<file path="config.mk">
export PLATFORM = sky130hd
export DESIGN_NAME = led_pattern_gen_flat
export DESIGN_NICKNAME = d
export VERILOG_FILES = /design/src/rtl/led_pattern_pkg.sv /design/src/rtl/led_pattern_gen_if.sv /design/src/rtl/led_pattern_chan.sv /design/src/rtl/led_pattern_gen.sv /design/src/flat_wrapper.sv
export SDC_FILE = /design/constraint.sdc
export NUM_CORES = 1
export LEC_CHECK = 0
export CAP_MARGIN = 20
export CELL_PAD_IN_SITES_DETAIL_PLACEMENT = 0
export CELL_PAD_IN_SITES_GLOBAL_PLACEMENT = 1
export CORE_MARGIN = 3
export CORE_UTILIZATION = 35
export CTS_BUF_LIST = sky130_fd_sc_hd__clkbuf_16
export DETAILED_ROUTE_END_ITERATION = 10
export MAX_ROUTING_LAYER = met4
export PLACE_DENSITY_LB_ADDON = 0.3
export SLEW_MARGIN = 20
export SYNTH_ARGS = -nofsm -noshare
export SYNTH_HDL_FRONTEND = slang
export SYNTH_SLANG_ARGS = --single-unit
</file>
<file path="constraint.sdc">
create_clock -name clk -period 5.15 [get_ports clk]
set_clock_uncertainty 0.2 [all_clocks]
set_input_delay 0.7725 -clock clk [delete_from_list [all_inputs] [get_ports clk]]
set_output_delay 0.7725 -clock clk [all_outputs]
set_load 0.1 [all_outputs]
</file>
<file path="src/rtl/led_pattern_pkg.sv">
// led_pattern_pkg: shared types, widths and helpers for led_pattern_gen.
// LED_PATTERN_ACTIVE_LOW_EN selects active-low LED drive polarity.
package led_pattern_pkg;

  localparam int HALF_W     = 16;
  localparam int BURST_W    = 4;
  localparam int GAP_HALVES = 4;

`ifdef LED_PATTERN_ACTIVE_LOW_EN
  localparam logic LED_INV = 1'b1;
`else
  localparam logic LED_INV = 1'b0;
`endif

  typedef enum logic [1:0] {
    MODE_OFF   = 2'd0,
    MODE_ON    = 2'd1,
    MODE_BLINK = 2'd2,
    MODE_BURST = 2'd3
  } mode_e;

  typedef enum logic [1:0] {
    PH_ON  = 2'd0,
    PH_OFF = 2'd1,
    PH_GAP = 2'd2
  } phase_e;

  typedef struct packed {
    mode_e              mode;
    logic [HALF_W-1:0]  half;
    logic [BURST_W-1:0] burst;
  } chan_cfg_t;

  function automatic int clogb2(input int v);
    int r;
    r = 0;
    while ((1 << r) < v) r = r + 1;
    return r;
  endfunction

endpackage

</file>
<file path="src/rtl/led_pattern_gen_if.sv">
// led_pattern_gen_if: config write strobe bundle plus LED/tick outputs.
// master = control logic side, slave = led_pattern_gen side.
interface led_pattern_gen_if #(
  parameter int P_N_CH = 4
);
  import led_pattern_pkg::*;

  localparam int CH_W = (P_N_CH > 1) ? clogb2(P_N_CH) : 1;

  logic               cfg_wr;
  logic [CH_W-1:0]    cfg_ch;
  logic [1:0]         cfg_mode;
  logic [HALF_W-1:0]  cfg_half;
  logic [BURST_W-1:0] cfg_burst;
  logic [P_N_CH-1:0]  led_out;
  logic               tick;

  modport master (
    output cfg_wr, cfg_ch, cfg_mode,
    output cfg_half, cfg_burst,
    input  led_out, tick
  );

  modport slave (
    input  cfg_wr, cfg_ch, cfg_mode,
    input  cfg_half, cfg_burst,
    output led_out, tick
  );

endinterface

</file>
<file path="src/rtl/led_pattern_chan.sv">
// led_pattern_chan: one LED channel (config regs, half-period counter, burst FSM).
// Ports: clk, rst_n, tick_i, wr_i, cfg_i (mode/half/burst), led_o (registered drive).
module led_pattern_chan
  import led_pattern_pkg::*;
#(
  parameter logic              P_IS_CH0   = 1'b0,
  parameter logic [HALF_W-1:0] P_RST_HALF = 16'd1
) (
  input  logic      clk,
  input  logic      rst_n,
  input  logic      tick_i,
  input  logic      wr_i,
  input  chan_cfg_t cfg_i,
  output logic      led_o
);

  mode_e              mode_q, mode_d;
  phase_e             ph_q, ph_d;
  logic [HALF_W-1:0]  half_q, half_d;
  logic [HALF_W-1:0]  cnt_q, cnt_d;
  logic [BURST_W-1:0] burst_q, burst_d;
  logic [BURST_W-1:0] pcnt_q, pcnt_d;
  logic               led_q, led_d;

  logic [HALF_W-1:0]  hm1;
  logic [BURST_W-1:0] pinc;
  logic               expire;

  always_ff @(posedge clk or negedge rst_n) begin
    if (!rst_n) begin
      if (P_IS_CH0) mode_q <= MODE_BLINK;
      else          mode_q <= MODE_OFF;
      half_q  <= P_RST_HALF;
      burst_q <= '0;
      cnt_q   <= '0;
      pcnt_q  <= '0;
      ph_q    <= PH_ON;
      led_q   <= LED_INV;
    end else begin
      mode_q  <= mode_d;
      half_q  <= half_d;
      burst_q <= burst_d;
      cnt_q   <= cnt_d;
      pcnt_q  <= pcnt_d;
      ph_q    <= ph_d;
      led_q   <= led_d;
    end
  end

  // led_q holds the physical pin level, so a toggle is
  // polarity-agnostic and only fixed levels need LED_INV.
  always_comb begin
    mode_d  = mode_q;
    half_d  = half_q;
    burst_d = burst_q;
    cnt_d   = cnt_q;
    pcnt_d  = pcnt_q;
    ph_d    = ph_q;
    led_d   = led_q;
    expire  = 1'b0;
    pinc    = pcnt_q + 1'b1;
    // half = 0 counts like half = 1
    hm1     = (half_q == '0) ? '0 : half_q - 1'b1;

    if (wr_i) begin
      mode_d  = cfg_i.mode;
      half_d  = cfg_i.half;
      burst_d = cfg_i.burst;
      cnt_d   = '0;
      pcnt_d  = '0;
      ph_d    = PH_ON;
      unique case (cfg_i.mode)
        MODE_OFF:   led_d = LED_INV;
        MODE_BURST: led_d = (cfg_i.burst == '0) ?
                            LED_INV : ~LED_INV;
        default:    led_d = ~LED_INV;
      endcase
    end else if (tick_i) begin
      if (cnt_q == hm1) begin
        cnt_d  = '0;
        expire = 1'b1;
      end else begin
        cnt_d  = cnt_q + 1'b1;
      end

      unique case (1'b1)
        (mode_q == MODE_OFF): led_d = LED_INV;
        (mode_q == MODE_ON):  led_d = ~LED_INV;
        (mode_q == MODE_BLINK): begin
          if (expire) led_d = ~led_q;
        end
        (mode_q == MODE_BURST): begin
          if (burst_q == '0) begin
            led_d = LED_INV;
          end else if (expire) begin
            unique case (ph_q)
              PH_ON: begin
                ph_d  = PH_OFF;
                led_d = LED_INV;
              end
              PH_OFF: begin
                if (pinc == burst_q) begin
                  ph_d   = PH_GAP;
                  pcnt_d = '0;
                  led_d  = LED_INV;
                end else begin
                  ph_d   = PH_ON;
                  pcnt_d = pinc;
                  led_d  = ~LED_INV;
                end
              end
              PH_GAP: begin
                // pulse counter is reused to count gap halves
                if (pcnt_q == BURST_W'(GAP_HALVES - 1)) begin
                  ph_d   = PH_ON;
                  pcnt_d = '0;
                  led_d  = ~LED_INV;
                end else begin
                  pcnt_d = pinc;
                end
              end
              default: begin
                ph_d   = PH_ON;
                pcnt_d = '0;
              end
            endcase
          end
        end
        default: led_d = led_q;
      endcase
    end
  end

  assign led_o = led_q;

endmodule

</file>
<file path="src/rtl/led_pattern_gen.sv">
// led_pattern_gen: shared tick prescaler plus P_N_CH pattern channels.
// Ports: clk, rst_n (async, active low), bus (led_pattern_gen_if.slave).
module led_pattern_gen
  import led_pattern_pkg::*;
#(
  parameter int P_CLK_FREQ_HZ = 100000000,
  parameter int P_TICK_HZ     = 1000,
  parameter int P_N_CH        = 4
) (
  input  logic              clk,
  input  logic              rst_n,
  led_pattern_gen_if.slave  bus
);

  localparam int N_TICK = P_CLK_FREQ_HZ / P_TICK_HZ;
  localparam int CNT_W  = clogb2(N_TICK);
  localparam int CH_W   = (P_N_CH > 1) ? clogb2(P_N_CH) : 1;
  localparam int RST_H  = (P_TICK_HZ / 2 < 1) ? 1 : P_TICK_HZ / 2;

  logic [CNT_W-1:0]  pre_q, pre_d;
  logic              tick_q, tick_d;
  logic [P_N_CH-1:0] led;
  chan_cfg_t         cfg;

  always_ff @(posedge clk or negedge rst_n) begin
    if (!rst_n) begin
      pre_q  <= '0;
      tick_q <= 1'b0;
    end else begin
      pre_q  <= pre_d;
      tick_q <= tick_d;
    end
  end

  always_comb begin
    tick_d = (pre_q == CNT_W'(N_TICK - 1));
    pre_d  = tick_d ? '0 : pre_q + 1'b1;
  end

  always_comb begin
    cfg.mode  = mode_e'(bus.cfg_mode);
    cfg.half  = bus.cfg_half;
    cfg.burst = bus.cfg_burst;
  end

  // Out-of-range cfg_ch matches no channel, so the write drops.
  for (genvar i = 0; i < P_N_CH; i++) begin : g_ch
    led_pattern_chan #(
      .P_IS_CH0   (i == 0),
      .P_RST_HALF (HALF_W'(RST_H))
    ) u_ch (
      .clk    (clk),
      .rst_n  (rst_n),
      .tick_i (tick_q),
      .wr_i   (bus.cfg_wr && (bus.cfg_ch == CH_W'(i))),
      .cfg_i  (cfg),
      .led_o  (led[i])
    );
  end

  assign bus.led_out = led;
  assign bus.tick    = tick_q;

endmodule

</file>
<file path="src/flat_wrapper.sv">
// flat-port wrapper written by rule: the top's interface ports become plain ports
module led_pattern_gen_flat import led_pattern_pkg::*;
#(
  parameter int P_CLK_FREQ_HZ = 100000000,
  parameter int P_TICK_HZ     = 1000,
  parameter int P_N_CH        = 4
)
  (clk, rst_n, bus_cfg_wr, bus_cfg_ch, bus_cfg_mode, bus_cfg_half, bus_cfg_burst, bus_led_out, bus_tick);
  led_pattern_gen_if #(.P_N_CH(P_N_CH)) bus_i ();
  input  logic clk;
  input  logic rst_n;
  input wire logic [$bits(bus_i.cfg_wr)-1:0] bus_cfg_wr;
  input wire logic [$bits(bus_i.cfg_ch)-1:0] bus_cfg_ch;
  input wire logic [$bits(bus_i.cfg_mode)-1:0] bus_cfg_mode;
  input wire logic [$bits(bus_i.cfg_half)-1:0] bus_cfg_half;
  input wire logic [$bits(bus_i.cfg_burst)-1:0] bus_cfg_burst;
  output wire logic [$bits(bus_i.led_out)-1:0] bus_led_out;
  output wire logic [$bits(bus_i.tick)-1:0] bus_tick;
  assign bus_i.cfg_wr = bus_cfg_wr;
  assign bus_i.cfg_ch = bus_cfg_ch;
  assign bus_i.cfg_mode = bus_cfg_mode;
  assign bus_i.cfg_half = bus_cfg_half;
  assign bus_i.cfg_burst = bus_cfg_burst;
  assign bus_led_out = bus_i.led_out;
  assign bus_tick = bus_i.tick;
  led_pattern_gen #(.P_CLK_FREQ_HZ(P_CLK_FREQ_HZ), .P_TICK_HZ(P_TICK_HZ), .P_N_CH(P_N_CH)) u_core (.clk(clk), .rst_n(rst_n), .bus(bus_i));
endmodule
</file>
==> results.toml <==
[synthesis]
synth_top_area_share_pct = 33.2
synth_cells = 1552
synth_area_leader_cell = "dfrtp_1"
synth_edf_count = 0
yosys-top-cells-area = "dfrtp_1, nand2_1, dfstp_2"
synth_most_common_cell = "nand2_1"
syn_nets = 1616
ys.flop_type = "dfrtp_1"
ys_seq_area_share_pct = 38.2
ys_async_sr_fraction_pct = 100
ys_warn_count = 0
ys_seq_elements = 198
netlist_area_um2 = 13000
synth_cell_types = 78
ys_top_cells_by_count = "nand2_1, dfrtp_1, nor2_1, o21ai_0, xor2_1"
syn_area_per_cell_um2 = 8.40

[setup_path]
slowest_stage = "nor4_1"
r2r_cells = 10
crit_chain = "nor4_1 -> nand4_1 -> nor4_1 -> o21ai_0 -> a32oi_1 -> nand4_1 -> nor3_1 -> nand4_1 -> or3_1 -> a21oi_1"
crit_arrival_ns = 4.48
cp-start-kind = "flip-flop"
r2r-end = "u_core.g_ch[3].u_ch.ph_q[1]$_DFFE_PN0P_"
crit_top_cell = "nand4_1"
crit_required_ns = 5.33
cp_max_fo = 8
critPathMaxStageDelay_ns = 0.84
r2r-start = "u_core.g_ch[3].u_ch.half_q[3]$_DFFE_PN0P_"
worstSetupPathType = "reg -> reg"
setup.worst_path.end_class = "flip-flop"
r2r_slack_ns = 0.84

[route]
drt_pre_antenna_iters = 5
ant_nets = 0
route.detailed.drc = 0
drt_iter0_drc = 725
routedWlPerCell_um = 17.3
viasPerCell = 5.40
wl_um = 35000
routed-via-count = 10900

[placement]
hpwl_um = 24800
placed_cell_area_um2 = 13700
io_buffers = 31
place.gp.congestion = 0.864

[timing]
fin_crit_sh_pct = 83.7
rsz0062_at_grt = "false"
setup_tns_ns = 0
max_freq_mhz = 232
min_period_ns = 4.31
finalSetupViolations = 0
relSlewSlack_pct = 32.9
timing_hold_violations_final = 0
tightestPinTransition_ns = 1.00
slew_viol_final = 0

[clocking]
clock_latency_ns = 0.45
cts_root_buffer = "clkbuf_16"
cts.sinks = 198
cts_buffers = 17
ctsResizeCount = 0
ctsHoldBuffers = 0
cts_tree = "yes"
clk_pin_slew_ns = 0.08
ctsHtreeMaxLevel = 4
post_cts_buffers = 0
clock_path_buffers = 2

[power_and_ir_drop]
cell_internal_pwr_mw = 2.75
p_leak_nw = 6.27
pwr-share-comb_pct = 21.7
power_frac_seq_pct = 45.6
ir_drop_mv = 0.225
power_frac_clock_pct = 32.8
switching_share_pct = 33.7
pwr_density_cell_nw_per_um2 = 290
p_sw_mw = 1.40

[grt]
grt.overflow.total = 0
antenna_found_initial = 0
grt_start_max_net_pins = 82
grt_pass1_wl_um = 57700
grt_use_total_pct = 18.6
grt_pass1_vias = 10500

[floorplan]
ioPinCount = 32
start_util_pct = 35.5
row_count = 70
die-area_um2 = 39600
coreArea_um2 = 36700
die_y_um = 199
die_w_um = 199

[finish]
drive_gt1_share_pct = 6.85
fillers = 3709
nets = 1599
syn_to_final_growth_pct = 9.53
final_area_um2 = 14300
antennaDiodeCount = 0
fin_util_pct = 38.9

[job]
maxCapViolations = 0

[outcome]
status = "complete, no violations"

[worst_hold_path]
hold_path.class = "in -> async"
-- power by group through the flow --
stage | sequential, mW | clock [mW] | combinational (mW)
6_report | 1.89 | 1.36 | 0.898
5_1_grt | 1.91 | 1.46 | 1.01
4_1_cts | 1.89 | 1.41 | 0.901
3_5_place_dp | 1.92 | 0 | 0.894
3_3_place_gp | 1.91 | 0 | 0.888
2_1_floorplan | 1.82 | 0 | 0.734
-- flip-flops by register name, summed over array words and instances (netlist names) --
register and flops:
u_core.g_ch.u_ch.led_o 4, u_core.g_ch.u_ch.burst_q 16, u_core.g_ch.u_ch.cnt_q 64, u_core.g_ch.u_ch.pcnt_q 16
u_core.g_ch.u_ch.ph_q 8, u_core.g_ch.u_ch.mode_q 8, u_core.bus.tick 1, u_core.pre_q 17
u_core.g_ch.u_ch.half_q 64
-- area by class of cell --
cell class | count | area [µm²] | share of cell area, %
Multi-Input combinational cell | 1223 | 7530 | 52.8
Sequential cell | 198 | 4990 | 34.9
Clock buffer | 17 | 425 | 2.98
Clock inverter | 15 | 143 | 0.999
Tap cell | 468 | 586 | 4.10
Timing Repair Buffer | 45 | 419 | 2.94
Inverter | 50 | 188 | 1.31
-- cells in the final DEF (no fill, tap or decap), drive strengths merged, types with 28 or more instances in the layout --
master         instances
nand4                 36
ha                    37
xnor2                 53
nor3                  47
clkdlybuf4s50         30
o21ai                 73
nand3                 43
and3                  33
xor2                  71
inv                   58
or3                   28
nand2                316
nor2                 140
nor4                  32
dfrtp                173
a21oi                 49
-- per-stage QoR --
stage / setup WS [ns] / hold slack [ns] / power [mW] / instances
detailed placement: 0.839 / 0.259 / 2.81 / 1984
global placement: 0.925 / 0.255 / 2.80 / 1984
finish: 0.841 / 0.154 / 4.15 / 2016
global route: 0.399 / 0.205 / 4.38 / 2016
floorplan: 1.42 / 0.238 / 2.55 / 1552
CTS: 0.777 / 0.180 / 4.19 / 2016
-- logic make-up after synthesis --
logic type	synth area share (%)
xor+xnor	9.71
flops	38.2
simple gates	30.2
mux	2.29
buf+inv	4.03
fa+ha+maj	3.55
compound gates	12.0
-- layer usage --
layer  track usage, %  part of all wire (%)  vias to the layer above
met5                -                     0                        -
met4             3.67                   1.0                        0
met3             2.85                   3.7                       25
met2             29.1                    46                      189
met1             25.9                    49                     5280
li1                 -                     -                     5401
-- critical path, delay by kind of cell, from the launching register on --
family	cells	cell delay, ns
AND/OR/NAND/NOR	7	3.00
AO/OA/AOI/OAI	3	0.55
flip-flops	1	0.47
-- how the worst max path moves through the flow --
stage                                                   start                                       to  slack, ns  cells past startpoint
finish              u_core.g_ch[3].u_ch.half_q[3]$_DFFE_PN0P_  u_core.g_ch[3].u_ch.ph_q[1]$_DFFE_PN0P_       0.84                     10
floorplan           u_core.g_ch[2].u_ch.half_q[0]$_DFFE_PN0P_  u_core.g_ch[2].u_ch.ph_q[1]$_DFFE_PN0P_       1.42                     13
global placement    u_core.g_ch[3].u_ch.half_q[3]$_DFFE_PN0P_  u_core.g_ch[3].u_ch.ph_q[1]$_DFFE_PN0P_       0.93                     10
CTS                 u_core.g_ch[3].u_ch.half_q[3]$_DFFE_PN0P_  u_core.g_ch[3].u_ch.ph_q[1]$_DFFE_PN0P_       0.78                     10
detailed placement  u_core.g_ch[3].u_ch.half_q[3]$_DFFE_PN0P_  u_core.g_ch[3].u_ch.ph_q[1]$_DFFE_PN0P_       0.84                     10
global route        u_core.g_ch[3].u_ch.half_q[3]$_DFFE_PN0P_  u_core.g_ch[3].u_ch.ph_q[1]$_DFFE_PN0P_       0.40                     10
No activity file was read; power rests on OpenSTA's default activity.
